[config.mk]
export PLATFORM = sky130hd
export DESIGN_NAME = qpu_instr_encoder
export DESIGN_NICKNAME = d
export VERILOG_FILES = /design/src/rtl/qpu_instr_encoder.sv
export SDC_FILE = /design/constraint.sdc
export NUM_CORES = 1
export LEC_CHECK = 0
export ABC_AREA = 1
export CAP_MARGIN = 20
export CORE_MARGIN = 5
export CORE_UTILIZATION = 30
export DETAILED_ROUTE_END_ITERATION = 8
export GPL_TIMING_DRIVEN = 0
export PLACE_DENSITY = 0.54
export SLEW_MARGIN = 20
export SYNTH_ARGS = -nofsm -noshare
export SYNTH_HDL_FRONTEND = slang
export SYNTH_SLANG_ARGS = --single-unit
[constraint.sdc]
create_clock -name clk -period 12.7 [get_ports clk]
set_input_delay 2.54 -clock clk [delete_from_list [all_inputs] [get_ports clk]]
set_output_delay 2.54 -clock clk [all_outputs]
set_load 0.02 [all_outputs]
[src/rtl/qpu_instr_encoder.sv]
// qpu_instr_encoder: packs field-level QPU ops into instruction words and streams them to instruction memory
`timescale 1ns/1ps
module qpu_instr_encoder #(
  parameter int ADDR_W = 32
) (
  input  logic              clk,
  input  logic              rst,
  input  logic              start,
  input  logic [ADDR_W-1:0] base_addr,
  input  logic              enc_valid,
  output logic              enc_ready,
  input  logic [4:0]        enc_op,
  input  logic [4:0]        enc_rd,
  input  logic [4:0]        enc_rs1,
  input  logic [4:0]        enc_rs2,
  input  logic [31:0]       enc_imm,
  input  logic [8:0]        enc_gate1,
  input  logic [8:0]        enc_gate2,
  output logic              wr_valid,
  input  logic              wr_ready,
  output logic [ADDR_W-1:0] wr_addr,
  output logic [31:0]       wr_data,
  output logic              busy,
  output logic              done,
  output logic              err,
  output logic [15:0]       word_cnt
);
  typedef enum logic [1:0] {IDLE, RUN, DRAIN} state_t;
  state_t state, state_nx;
  logic [ADDR_W-1:0] addr_cnt;
  logic [ADDR_W-1:0] fifo_addr [2];
  logic [31:0] fifo_word [2];
  logic rd_ptr, wr_ptr;
  logic [1:0] count;
  logic [31:0] word;
  logic legal, acc, push, pop;
  logic [4:0] i_hi;
  logic [8:0] i_lo;
  logic [1:0] fl;
  assign i_hi = enc_imm[13:9];
  assign i_lo = enc_imm[8:0];
  assign fl = enc_op[1:0] ^ 2'b10;
  assign enc_ready = (state == RUN) && (count != 2'd2);
  assign acc = enc_valid & enc_ready;
  assign push = acc & legal;
  assign wr_valid = count != 2'd0;
  assign pop = wr_valid & wr_ready;
  assign wr_addr = fifo_addr[rd_ptr];
  assign wr_data = fifo_word[rd_ptr];
  assign busy = state != IDLE;
  // Legality: opcode in range and immediate fits the field the op encodes
  always_comb begin
    legal = (enc_op <= 5'd19) &&
            ((enc_op <= 5'd9) ? (&enc_imm[31:13] | ~|enc_imm[31:13]) :
             (enc_op == 5'd14 || enc_op == 5'd16) ? ~|enc_imm[31:14] : 1'b1);
  end
  // Instruction word layout per op; func of the 4-op groups is the low op bits rotated by 2
  always_comb begin
    word = 32'h0;
    case (enc_op)
      5'd0:                      word = {3'b010, i_hi, i_lo, enc_rs1, enc_rd, 2'b00, 2'b00, 1'b0};
      5'd1:                      word = {3'b010, enc_rs2, i_lo, enc_rs1, i_hi, 2'b01, 2'b00, 1'b0};
      5'd2, 5'd3, 5'd4, 5'd5:    word = {1'b0, fl, enc_rs2, i_lo, enc_rs1, i_hi, 2'b11, 2'b00, 1'b0};
      5'd6, 5'd7, 5'd8, 5'd9:    word = {1'b0, fl, i_hi, i_lo, enc_rs1, enc_rd, 2'b00, 2'b01, 1'b0};
      5'd10, 5'd11, 5'd12, 5'd13: word = {1'b0, fl, enc_rs2, 9'd0, enc_rs1, enc_rd, 2'b01, 2'b01, 1'b0};
      5'd14:                     word = {3'b010, enc_rs2, i_lo, i_hi, enc_rd, 2'b10, 2'b01, 1'b0};
      5'd15:                     word = {3'b000, 5'd0, 9'd0, enc_rs1, enc_rd, 2'b11, 2'b01, 1'b0};
      5'd16:                     word = {3'b010, enc_rs2, i_lo, i_hi, enc_rd, 2'b00, 2'b11, 1'b0};
      5'd17:                     word = {3'b111, enc_rs2, enc_gate2, enc_rs1, enc_gate1, 1'b1};
      5'd18:                     word = {3'b011, 5'd0, 9'd0, enc_rs1, 9'h1FF, 1'b1};
      5'd19:                     word = 32'h0000_0004;
      default:                   word = 32'h0;
    endcase
  end
  // Next state: WFI closes intake, the WFI write itself (always the last entry) ends the run
  always_comb begin
    state_nx = (state == IDLE) ? (start ? RUN : IDLE) :
               (state == RUN) ? ((push && enc_op == 5'd19) ? DRAIN : RUN) :
               ((pop && count == 2'd1) ? IDLE : DRAIN);
  end
  // State, address counter, FIFO and status pulses
  always_ff @(posedge clk or posedge rst) begin
    if (rst) begin
      state <= IDLE;
      addr_cnt <= '0;
      fifo_addr[0] <= '0;
      fifo_addr[1] <= '0;
      fifo_word[0] <= '0;
      fifo_word[1] <= '0;
      rd_ptr <= 1'b0;
      wr_ptr <= 1'b0;
      count <= 2'd0;
      done <= 1'b0;
      err <= 1'b0;
      word_cnt <= '0;
    end else begin
      state <= state_nx;
      err <= acc & ~legal;
      done <= (state == DRAIN) && pop && (count == 2'd1);
      if (state == IDLE && start) addr_cnt <= base_addr & ~ADDR_W'(3);
      else if (push) addr_cnt <= addr_cnt + ADDR_W'(4);
      if (state == IDLE && start) word_cnt <= '0;
      else if (pop && ~&word_cnt) word_cnt <= word_cnt + 16'd1;
      if (push) begin
        fifo_addr[wr_ptr] <= addr_cnt;
        fifo_word[wr_ptr] <= word;
        wr_ptr <= ~wr_ptr;
      end
      if (pop) rd_ptr <= ~rd_ptr;
      count <= count + {1'b0, push} - {1'b0, pop};
    end
  end
endmodule

# Yosys cells after proc, flatten, opt, wreduce, memory -nomap -nowiden
# Cells that the tools add are included.
[op_classes]
n_addsub = 4
n_lt_le_gt_ge = 5
n_eq_ne = 23
muxes = 22
bitwise_logic = 11
n_reduce_logical = 26
[ops]
columns = ["operator", "n"]
rows = [
  ["$pmux W32 S11", 1],
  ["$mux W32", 9],
  ["$bwmux W64", 2],
  ["$eq A5 B4 Y1 const B", 8],
  ["$add A32 B3 Y32 const B", 1],
  ["$demux W32 S1", 1],
  ["$mux W16", 2],
  ["$eq A5 B3 Y1 const B", 4],
  ["$eq A5 B5 Y1 const B", 4],
  ["$reduce_and A19 Y1", 1],
  ["$reduce_or A19 Y1", 1],
  ["$reduce_or A18 Y1", 1],
  ["$add A16 B1 Y16 const B", 1],
  ["$reduce_and A16 Y1", 1],
  ["$reduce_or A4 Y1", 3],
  ["$eq A5 B2 Y1 const B", 2],
  ["$logic_and A1 B1 Y1", 9],
  ["$mux W2", 4],
  ["$reduce_bool A2 Y1", 4],
  ["$eq A5 B1 Y1 const B", 1],
  ["$le A5 B4 Y1 const B", 1],
  ["$le A5 B5 Y1 const B", 1],
  ["$logic_not A5 Y1", 1],
  ["$and A1 B1 Y1", 4],
  ["other kinds (14)", 24],
]
[totals]
register_bits = 184
output_inout_bits = 85
wordCells = 103

# Logic depth before layout (Yosys ltp)
# Gate-level depths: netlist (run 1).
[logic_depth]
depth_word = 10
depth_mapped = 13
mapped_depth_nobuf = 12

# Least setup slack after synthesis (run 1)
# No wires, ideal clock.
[synth_path]
path_type = "input -> register"
startpoint = "input port enc_op[1]"
endpoint = "register count[1]"
arrival_ps = 4456
required_ps = 12571
path_slack_ps = 8115
cell_stages = 13
n_path_buf = 2
path_cell_list = "buf_2 -> nand2_1 -> nor2_1 -> nand2_1 -> nand2_2 -> a21oi_4 -> nand3_4 -> buf_1 -> ha_1 -> inv_1 -> ha_1 -> xnor2_1 -> xor2_1"
[synth_between]
elab_chain_len = 8
word_cells_on_any_way = 11
[synth_rtl]
columns = ["item", "line_no", "rtl"]
rows = [
  ["start: declaration", "12", "input logic [4:0] enc_op,"],
  ["parallel branches: the longest is 4 deep, another holds $le A5 B4 Y1", "--", ""],
  ["$logic_and A1 B1 Y1 *", "53", "legal = (enc_op <= 5'd19) &&"],
  ["$and A1 B1 Y1 *", "45", "assign push = acc & legal;"],
  ["$add A2 B1 Y2 *", "110", "count <= count + {1'b0, push} - {1'b0, pop};"],
  ["$sub A2 B1 Y2 *", "110", ""],
  ["end signal: assignment", "110", ""],
  ["end: declaration", "34", "logic [1:0] count;"],
]
# Every way passes the cells marked *.
# A chain may end at the register's enable or synchronous reset.

# Worst setup path after layout (run 1)
[layout_path]
startpoint = "register rd_ptr"
endpoint = "output port wr_data[0]"
[layout_between]
elab_chain_len = 4
[layout_rtl]
columns = ["item", "line_no", "rtl"]
rows = [
  ["start: declaration", "33", "logic rd_ptr, wr_ptr;"],
  ["start signal: assignment", "109", "if (pop) rd_ptr <= ~rd_ptr;"],
  ["$not A1 Y2 (not written as such)", "49", "assign wr_data = fifo_word[rd_ptr];"],
  ["$mux W32 (not written as such) (3 in series)", "49", ""],
  ["end: declaration", "22", "output logic [31:0] wr_data,"],
]
# Every way passes these cells. The select of a mux whose other input is x is not followed.

==> results.cfg, run 1 <==
[timing]
post-route-min-period_ns = 5.26
post-route-period-util_pct = 41.4
max_freq_mhz = 190
tns_ns = 0
slew_headroom_pct = 48.3
setup_viol = 0
rsz0062_at_grt = false
slew_viol_final = 0
skew_ns = 0.0156
worst-slew-pin-transition_ns = 0.772
hold_viol_final = 0
fin_hold_ws_ns = 0.452

[clocking]
post_cts_resized = 0
clockBufferDepth = 2
htree_levels = 4
holdBufCountCts = 0
postCtsSetupBuffers = 0
numCtsBuffers = 17
clkSinkCount = 178
clkTransAtPathRegs_ns = 0.07
root_buffer = clkbuf_16
clk_latency_ns = 0.44
cts_tree = built

[power_and_ir_drop]
vdd_ir_drop_max_v = 0.0000906
p_seq_share_pct = 37.8
swShare_pct = 41.9
pwr_density_cell_mw_per_mm2 = 187
p_int_mw = 1.40
pwr-share-comb_pct = 40.0
total_power_mw = 2.40
switchingPower_mw = 1.01
p_leak_nw = 6.52
clkPwrFrac_pct = 22.2

[grt]
antenna_found_initial = 0
grt_pass1_wl_microns = 53400
grt_usage_pct = 18.4
grt_max_degree = 94
grt_pass1_vias = 9797
overflow = 0

[worst_setup_path]
crit_path_end_kind = output port
worstSetupPathType = reg -> out
critPathArrivalTime_ns = 2.72
rr_worst_depth = 11
crit_path_start = rd_ptr
path_max_fanout = 10
critPathRequiredTime_ns = 10.16
cp-start-kind = flop
reg2reg_from = addr_cnt[2]

[drt]
dr.pass1.iters = 5
drt-total-wl_microns = 33500
drt_iter0_markers = 722
drt-vias-per-instance = 4.65
drc = 0
vias = 9924
ant_nets = 0
wl_per_cell_microns = 15.7

[final_layout]
multiInputGateArea_sq_mm = 0.00493
seqCellArea_sq_mm = 0.00445
n_antenna_cell = 0
stdcell_area_sq_mm = 0.0129
syn2layout_area_growth_pct = 30.8
drive_gt1_share_pct = 4.08
layout.cells.non_filler = 2133
layout.nets = 1789
fillerInstances = 3452

[floorplan]
core_area_sq_mm = 0.0325
pin_count = 192
die_w_microns = 191
die_h_microns = 191
initial_utilization_pct = 30.4
core.rowCount = 66
design.die.area_sq_mm = 0.0366

[synthesis]
yosys.cell_count.top_type = nand2_1
synth.yosys.warnings = 0
post_synth_num_cell_types = 37
synth.cell_area_sq_mm = 0.00985
ys.flop_type = dfrtp_1
synth_area_leader_cell = dfrtp_1
synth.avg_cell_area_sq_um = 6.70
synth_edf_count = 0
yosys-top-cells-count = 888 x nand2_1, 178 x dfrtp_1, 95 x nor2_1
synth_area_leaders = dfrtp_1 45%, nand2_1 34%, nor2_1 3.6%
seq_area_frac_synth_pct = 45.2
async_reset_ff_share_pct = 100
synth_top_area_share_pct = 45.2
synth_seq_cells = 178
syn_inst = 1471

[worst_hold_path]
hp-class = reg -> reg
min_path_cells = 1
hold_start = state[0]

[placement]
routabilityCongestion = 0.898
dpl_cell_area_sq_mm = 0.0123
hpwlAfterDp_microns = 24500
port-buffer-count = 186
dp.cells = 2101

[run_status]
run_status = finished, final reports clean

[job]
drv_cap = 0
==> power groups by stage <==
stage / clock [mW] / sequential [mW] / combinational [mW]
2_1_floorplan: 0 / 0.875 / 0.568
3_3_place_gp: 0 / 0.914 / 0.963
3_5_place_dp: 0 / 0.916 / 0.972
4_1_cts: 0.550 / 0.906 / 0.976
5_1_grt: 0.570 / 0.935 / 1.07
6_report: 0.533 / 0.909 / 0.962
==> per-stage QoR <==
step	utilization, %	setup WS [ns]
5_1_grt	39.7	7.25
3_5_place_dp	37.9	7.09
4_1_cts	39.7	7.38
6_report	39.7	7.44
3_3_place_gp	37.8	2.36
2_1_floorplan	-	5.33
==> layout make-up <==
| class | instances | area share (%) |
|---|---|---|
| clock inverters | 14 | 1.11 |
| flip-flops and latches | 178 | 34.6 |
| plain buffers | 60 | 2.17 |
| inverters | 51 | 1.54 |
| multi-input cells | 1183 | 38.2 |
| well taps | 442 | 4.29 |
| repair buffers | 187 | 14.7 |
| clock buffers | 18 | 3.41 |
==> sequential cells by signal (all words and copies together) (netlist names) <==
signal	flops
addr_cnt	30
count	2
done	1
err	1
fifo_addr	60
fifo_word	64
rd_ptr	1
state	2
word_cnt	16
wr_ptr	1
==> metal layers <==
layer	routed length (microns)	vias up	part of all wire, %	GRT usage, %
li1	-	4976	-	-
met1	15800	4643	47	25.9
met2	15200	278	45	29.5
met3	1920	27	5.7	3.14
met4	483	0	1.4	4.28
met5	0	-	0	0
==> path summary, 6_finish.rpt <==
kind	end	slack (ns)
worst min register to register	done	0.45
worst max register to register	addr_cnt[16]	10.25
worst max-delay path	wr_data[0]	7.44
max in group asynchronous	fifo_addr[53]	9.17
min in group asynchronous	count[1]	2.63
worst min-delay path	done	0.45
==> placed cells by master, fill, tap and decap left out, drive strengths merged, types with 5 or more instances in the layout <==
cell type,netlist,layout
clkdlybuf4s50,0,186
nand3,69,69
nand2,890,890
nand4,23,23
nor3,14,14
clkbuf,39,57
xnor2,9,9
xor2,10,10
buf,21,22
nor2,97,97
a21oi,8,8
clkinv,1,5
dfrtp,178,178
o21ai,28,28
inv,50,58
nand3b,6,6
or2,6,6
==> kinds of logic (layout without fill, tap and decap cells) <==
logic type / after synthesis / count (layout) / share of synthesized area (%)
AOI/OAI and AO/OA: 51 / 51 / 3.06
buffers and inverters: 111 / 330 / 4.79
and+or+nand+nor: 1107 / 1107 / 44.7
other: 1 / 2 / 0.0381
DFF: 178 / 178 / 45.2
xor gates and xnor gates: 19 / 19 / 1.69
adders and majority gates: 4 / 4 / 0.508
==> critical path: stages, from the launching register on <==
cell and delay, ns:
dfrtp_1 0.36, clkbuf_1 0.29, inv_2 0.29, clkbuf_1 0.47
nand2_1 0.12, nand2_1 0.09, clkdlybuf4s50_1 0.68
(Power assumes the default switching activity.)
==> inputs of run 2 (changes only) <==
clock period = 5.5 ns   (was 12.7 ns; I/O delays follow)
==> results.cfg, run 2 (synthesis results as in run 1) <==
[worst_setup_path]
crit_cells = 6
cp_top_family = buffers and inverters
cp_num_buf_inv = 4
cp-start-kind = flop
path_max_fanout = 10
cp_cell_sequence = clkbuf_1, inv_2, clkbuf_1, nand2_1, nand2_1, clkdlybuf4s50_1
crit_path_max_incr_delay_ns = 0.63
worstSetupPathType = reg -> out
crit_path_end_kind = output port
critPathArrivalTime_ns = 2.72
critPathSlowestCell = clkdlybuf4s50_1
critPathRequiredTime_ns = 4.40
rr_worst_depth = 12

[job]
drv_cap = 0

[floorplan]
core_area_sq_mm = 0.0325
design.die.area_sq_mm = 0.0366
initial_utilization_pct = 30.4
core.rowCount = 66
pin_count = 192
die_h_microns = 191
die_w_microns = 191

[drt]
drt-vias-per-instance = 4.64
wl_per_cell_microns = 15.8
vias = 9940
ant_nets = 0
drc = 0
drt_iter0_markers = 716
dr.pass1.iters = 5
drt-total-wl_microns = 33700

[clocking]
clk_latency_ns = 0.43
holdBufCountCts = 0
root_buffer = clkbuf_16
cts_tree = built
clockBufferDepth = 2
htree_levels = 4
numCtsBuffers = 17
postCtsSetupBuffers = 0
clkTransAtPathRegs_ns = 0.08
clkSinkCount = 178
post_cts_resized = 0

[power_and_ir_drop]
pwr_density_cell_mw_per_mm2 = 428
p_leak_nw = 6.60
vdd_ir_drop_max_v = 0.000200

[timing]
rsz0062_at_grt = false
setup_ws_ns = 1.68
setup_viol = 0
hold_viol_final = 0
post-route-period-util_pct = 69.5
post-route-min-period_ns = 3.82
slew_headroom_pct = 50.4
tns_ns = 0
skew_ns = 0.0143
fin_hold_ws_ns = 0.455
slew_viol_final = 0
max_freq_mhz = 262
worst-slew-pin-transition_ns = 0.741

[final_layout]
n_antenna_cell = 0
layout.cells.non_filler = 2140
final_cell_mix = 888 x nand2_1, 186 x clkdlybuf4s50_1, 178 x dfrtp_1, 95 x nor2_1, 68 x nand3_1
drive_gt1_share_pct = 4.48
layout.nets = 1796
syn2layout_area_growth_pct = 32.6
mostFrequentLayoutCell = nand2_1
top_regs = fifo_word: 64 flops, fifo_addr: 60 flops, addr_cnt: 30 flops
post-route-util_pct = 40.2
largest_reg_flops = 64
regMostFlops = fifo_word

[worst_hold_path]
hp-class = reg -> reg
min_path_cells = 1

[grt]
grt_usage_pct = 18.4
grt_pass1_vias = 9700
grt_pass1_wl_microns = 53500
grt_max_degree = 27
antenna_found_initial = 0
overflow = 0

[placement]
pre_cts_slack_ns = 1.36
dp.cells = 2108
routabilityCongestion = 0.909
hpwlAfterDp_microns = 25200
port-buffer-count = 186

[run_status]
run_status = finished, final reports clean
==> run 2: layer usage <==
metal | vias to the layer above | share of wire, % | track usage, %
li1 | 4997 | - | -
met1 | 4602 | 47 | 25.3
met2 | 305 | 46 | 30.2
met3 | 36 | 5.7 | 2.98
met4 | 0 | 1.7 | 5.14
met5 | - | 0 | 0
==> run 2: stage by stage <==
step / power (mW) / area, sq um
2_1_floorplan: 3.33 / 9860
3_3_place_gp: 4.34 / 12300
3_5_place_dp: 4.38 / 12500
4_1_cts: 5.67 / 13100
5_1_grt: 5.99 / 13100
6_report: 5.59 / 13100
==> run 2: area by class of cell <==
class / instances / area (sq um)
Timing Repair Buffer: 194 / 2050
Fill cell: 3452 / 19400
Clock buffer: 18 / 439
Multi-Input combinational cell: 1183 / 4930
Buffer: 60 / 280
Clock inverter: 14 / 160
Tap cell: 442 / 553
Sequential cell: 178 / 4450
Inverter: 51 / 195
==> run 2: worst register-to-register path, delay by kind of cell, from the launching register on <==
family	cells	cell delay [ns]
buf+inv	4	0.64
compound gates	1	0.19
flops	1	0.40
simple gates	3	0.36
fa+ha+maj	2	0.55
xor+xnor	2	0.33
==> run 2: final timing paths <==
check                               from             to  slack, ns
worst max-delay path              rd_ptr    wr_data[24]       1.68
worst min-delay path            state[0]           done       0.46
worst max register to register  state[1]       count[1]       2.98
worst min register to register  state[0]           done       0.46
max in group asynchronous            rst  fifo_word[20]       3.30
min in group asynchronous            rst  fifo_word[34]       1.01
==> run 2: report_power, final <==
| part | internal (mW) | switching, mW | total, mW |
|---|---|---|---|
| sequential | 1.73 | 0.364 | 2.10 |
| clock | 0.662 | 0.600 | 1.26 |
| combinational | 0.883 | 1.35 | 2.24 |
==> inputs of run 3 (changes only) <==
PLACE_DENSITY = 0.56   (was 0.54)
clock period = 3.49 ns   (was 5.5 ns; I/O delays follow)
==> results.cfg, run 3 (synthesis results as in run 1) <==
[timing]
max_freq_mhz = 302
hold_viol_final = 0
rsz0062_at_grt = false
worst-slew-pin-transition_ns = 0.728
setup_viol = 0
skew_ns = 0.0133
post-route-min-period_ns = 3.31
fin_hold_ws_ns = 0.446
post-route-period-util_pct = 94.9
slew_headroom_pct = 51.2
slew_viol_final = 0

[power_and_ir_drop]
total_power_mw = 8.77
pwr_density_cell_mw_per_mm2 = 673
p_leak_nw = 6.60
vdd_ir_drop_max_v = 0.000343

[clocking]
holdBufCountCts = 0
clkSinkCount = 178
postCtsSetupBuffers = 0
cts_tree = built
htree_levels = 4
numCtsBuffers = 17
clk_latency_ns = 0.44
post_cts_resized = 0
clkTransAtPathRegs_ns = 0.07
clockBufferDepth = 2
root_buffer = clkbuf_16

[placement]
port-buffer-count = 186
dpl_cell_area_sq_mm = 0.0124
hpwlAfterDp_microns = 25100
routabilityCongestion = 0.931

[grt]
overflow = 0
grt_pass1_wl_microns = 53500
antenna_found_initial = 0
grt_pass1_vias = 9957
grt_usage_pct = 18.4
grt_max_degree = 31

[final_layout]
fillerInstances = 3455
n_antenna_cell = 0
syn2layout_area_growth_pct = 32.3
layout.nets = 1795
mostFrequentLayoutCell = nand2_1
final_cell_mix = 888 x nand2_1, 186 x clkdlybuf4s50_1, 178 x dfrtp_1, 95 x nor2_1, 68 x nand3_1
regMostFlops = fifo_word
drive_gt1_share_pct = 4.71
largest_reg_flops = 64
post-route-util_pct = 40.2
top_regs = fifo_word: 64 flops, fifo_addr: 60 flops, addr_cnt: 30 flops
stdcell_area_sq_mm = 0.0130

[worst_setup_path]
cp_cell_sequence = clkdlybuf4s50_1, nor2_1, nand2_2, inv_2, nand2_1, nand2_2, a21oi_4, nand3_4, buf_1, ha_1, inv_1, ha_1, xnor2_1, xor2_1
cp-start-kind = primary input
rr_worst_depth = 12
critPathSlowestCell = clkdlybuf4s50_1
worstSetupPathType = in -> reg
r2r-end = count[1]
crit_path_start = enc_op[3]
reg2reg_slack_ns = 1.00
crit_path_max_incr_delay_ns = 0.52
crit_cells = 14
critPathRequiredTime_ns = 3.84
cp-endpoint = count[1]
path_max_fanout = 10
crit_path_end_kind = flop
critPathArrivalTime_ns = 3.66
cp_top_family = buffers and inverters
cp_num_buf_inv = 4
reg2reg_from = state[1]

[floorplan]
pin_count = 192
core_area_sq_mm = 0.0325
design.die.area_sq_mm = 0.0366
die_w_microns = 191
core.rowCount = 66
initial_utilization_pct = 30.4
die_h_microns = 191

[drt]
drc = 0
ant_nets = 0
drt_iter0_markers = 650
drt-total-wl_microns = 33300
dr.pass1.iters = 5
wl_per_cell_microns = 15.6
vias = 10000
drt-vias-per-instance = 4.69

[job]
drv_cap = 0

[worst_hold_path]
hp-class = reg -> reg
min_path_cells = 1

[run_status]
run_status = finished, final reports clean
-- run 3: worst min path at each step --
stage	from	end	slack [ns]
2_1_floorplan	state[0]	done	0.42
3_3_place_gp	state[0]	done	0.44
3_5_place_dp	state[0]	done	0.44
4_1_cts	state[0]	done	0.45
5_1_grt	state[0]	done	0.48
6_report	state[0]	done	0.45
-- run 3: routing by layer --
layer	part of all wire, %	routed length [microns]	up-vias	GRT usage (%)
met1	47	15500	4717	24.7
met5	0	0	-	0
met4	1.7	578	0	5.06
met2	46	15400	283	30.6
li1	-	-	4994	-
met3	5.4	1790	31	3.10
-- run 3: final cells by class --
class	instances	area [sq um]	share of cell area (%)
Multi-Input combinational cell	1183	4930	37.8
Clock buffer	19	443	3.40
Inverter	51	195	1.50
Sequential cell	178	4450	34.2
Buffer	60	288	2.21
Clock inverter	13	146	1.12
Timing Repair Buffer	193	2020	15.5
Tap cell	442	553	4.24
-- run 3: where the power goes --
part | switching, mW | internal, mW
combinational | 2.12 | 1.40
sequential | 0.584 | 2.73
clock | 0.909 | 1.04
-- run 3: through the flow --
stage	setup WS, ns	TNS (ns)	instances
final	0.177	0	2139
after global routing	0.00208	0	2139
after CTS	0.0196	0	2139
after detailed placement	-0.258	-0.335	2107
after global placement	-1.24	-217.17	2100
after floorplan	0.511	0	1472
-- run 3: worst register-to-register path: cells and delay by family, from the launching register on --
family	cells	cell delay, ns
buffers and inverters	4	0.63
adders and majority gates	2	0.56
DFF	1	0.40
and+or+nand+nor	3	0.35
xor gates and xnor gates	2	0.32
AOI/OAI and AO/OA	1	0.16
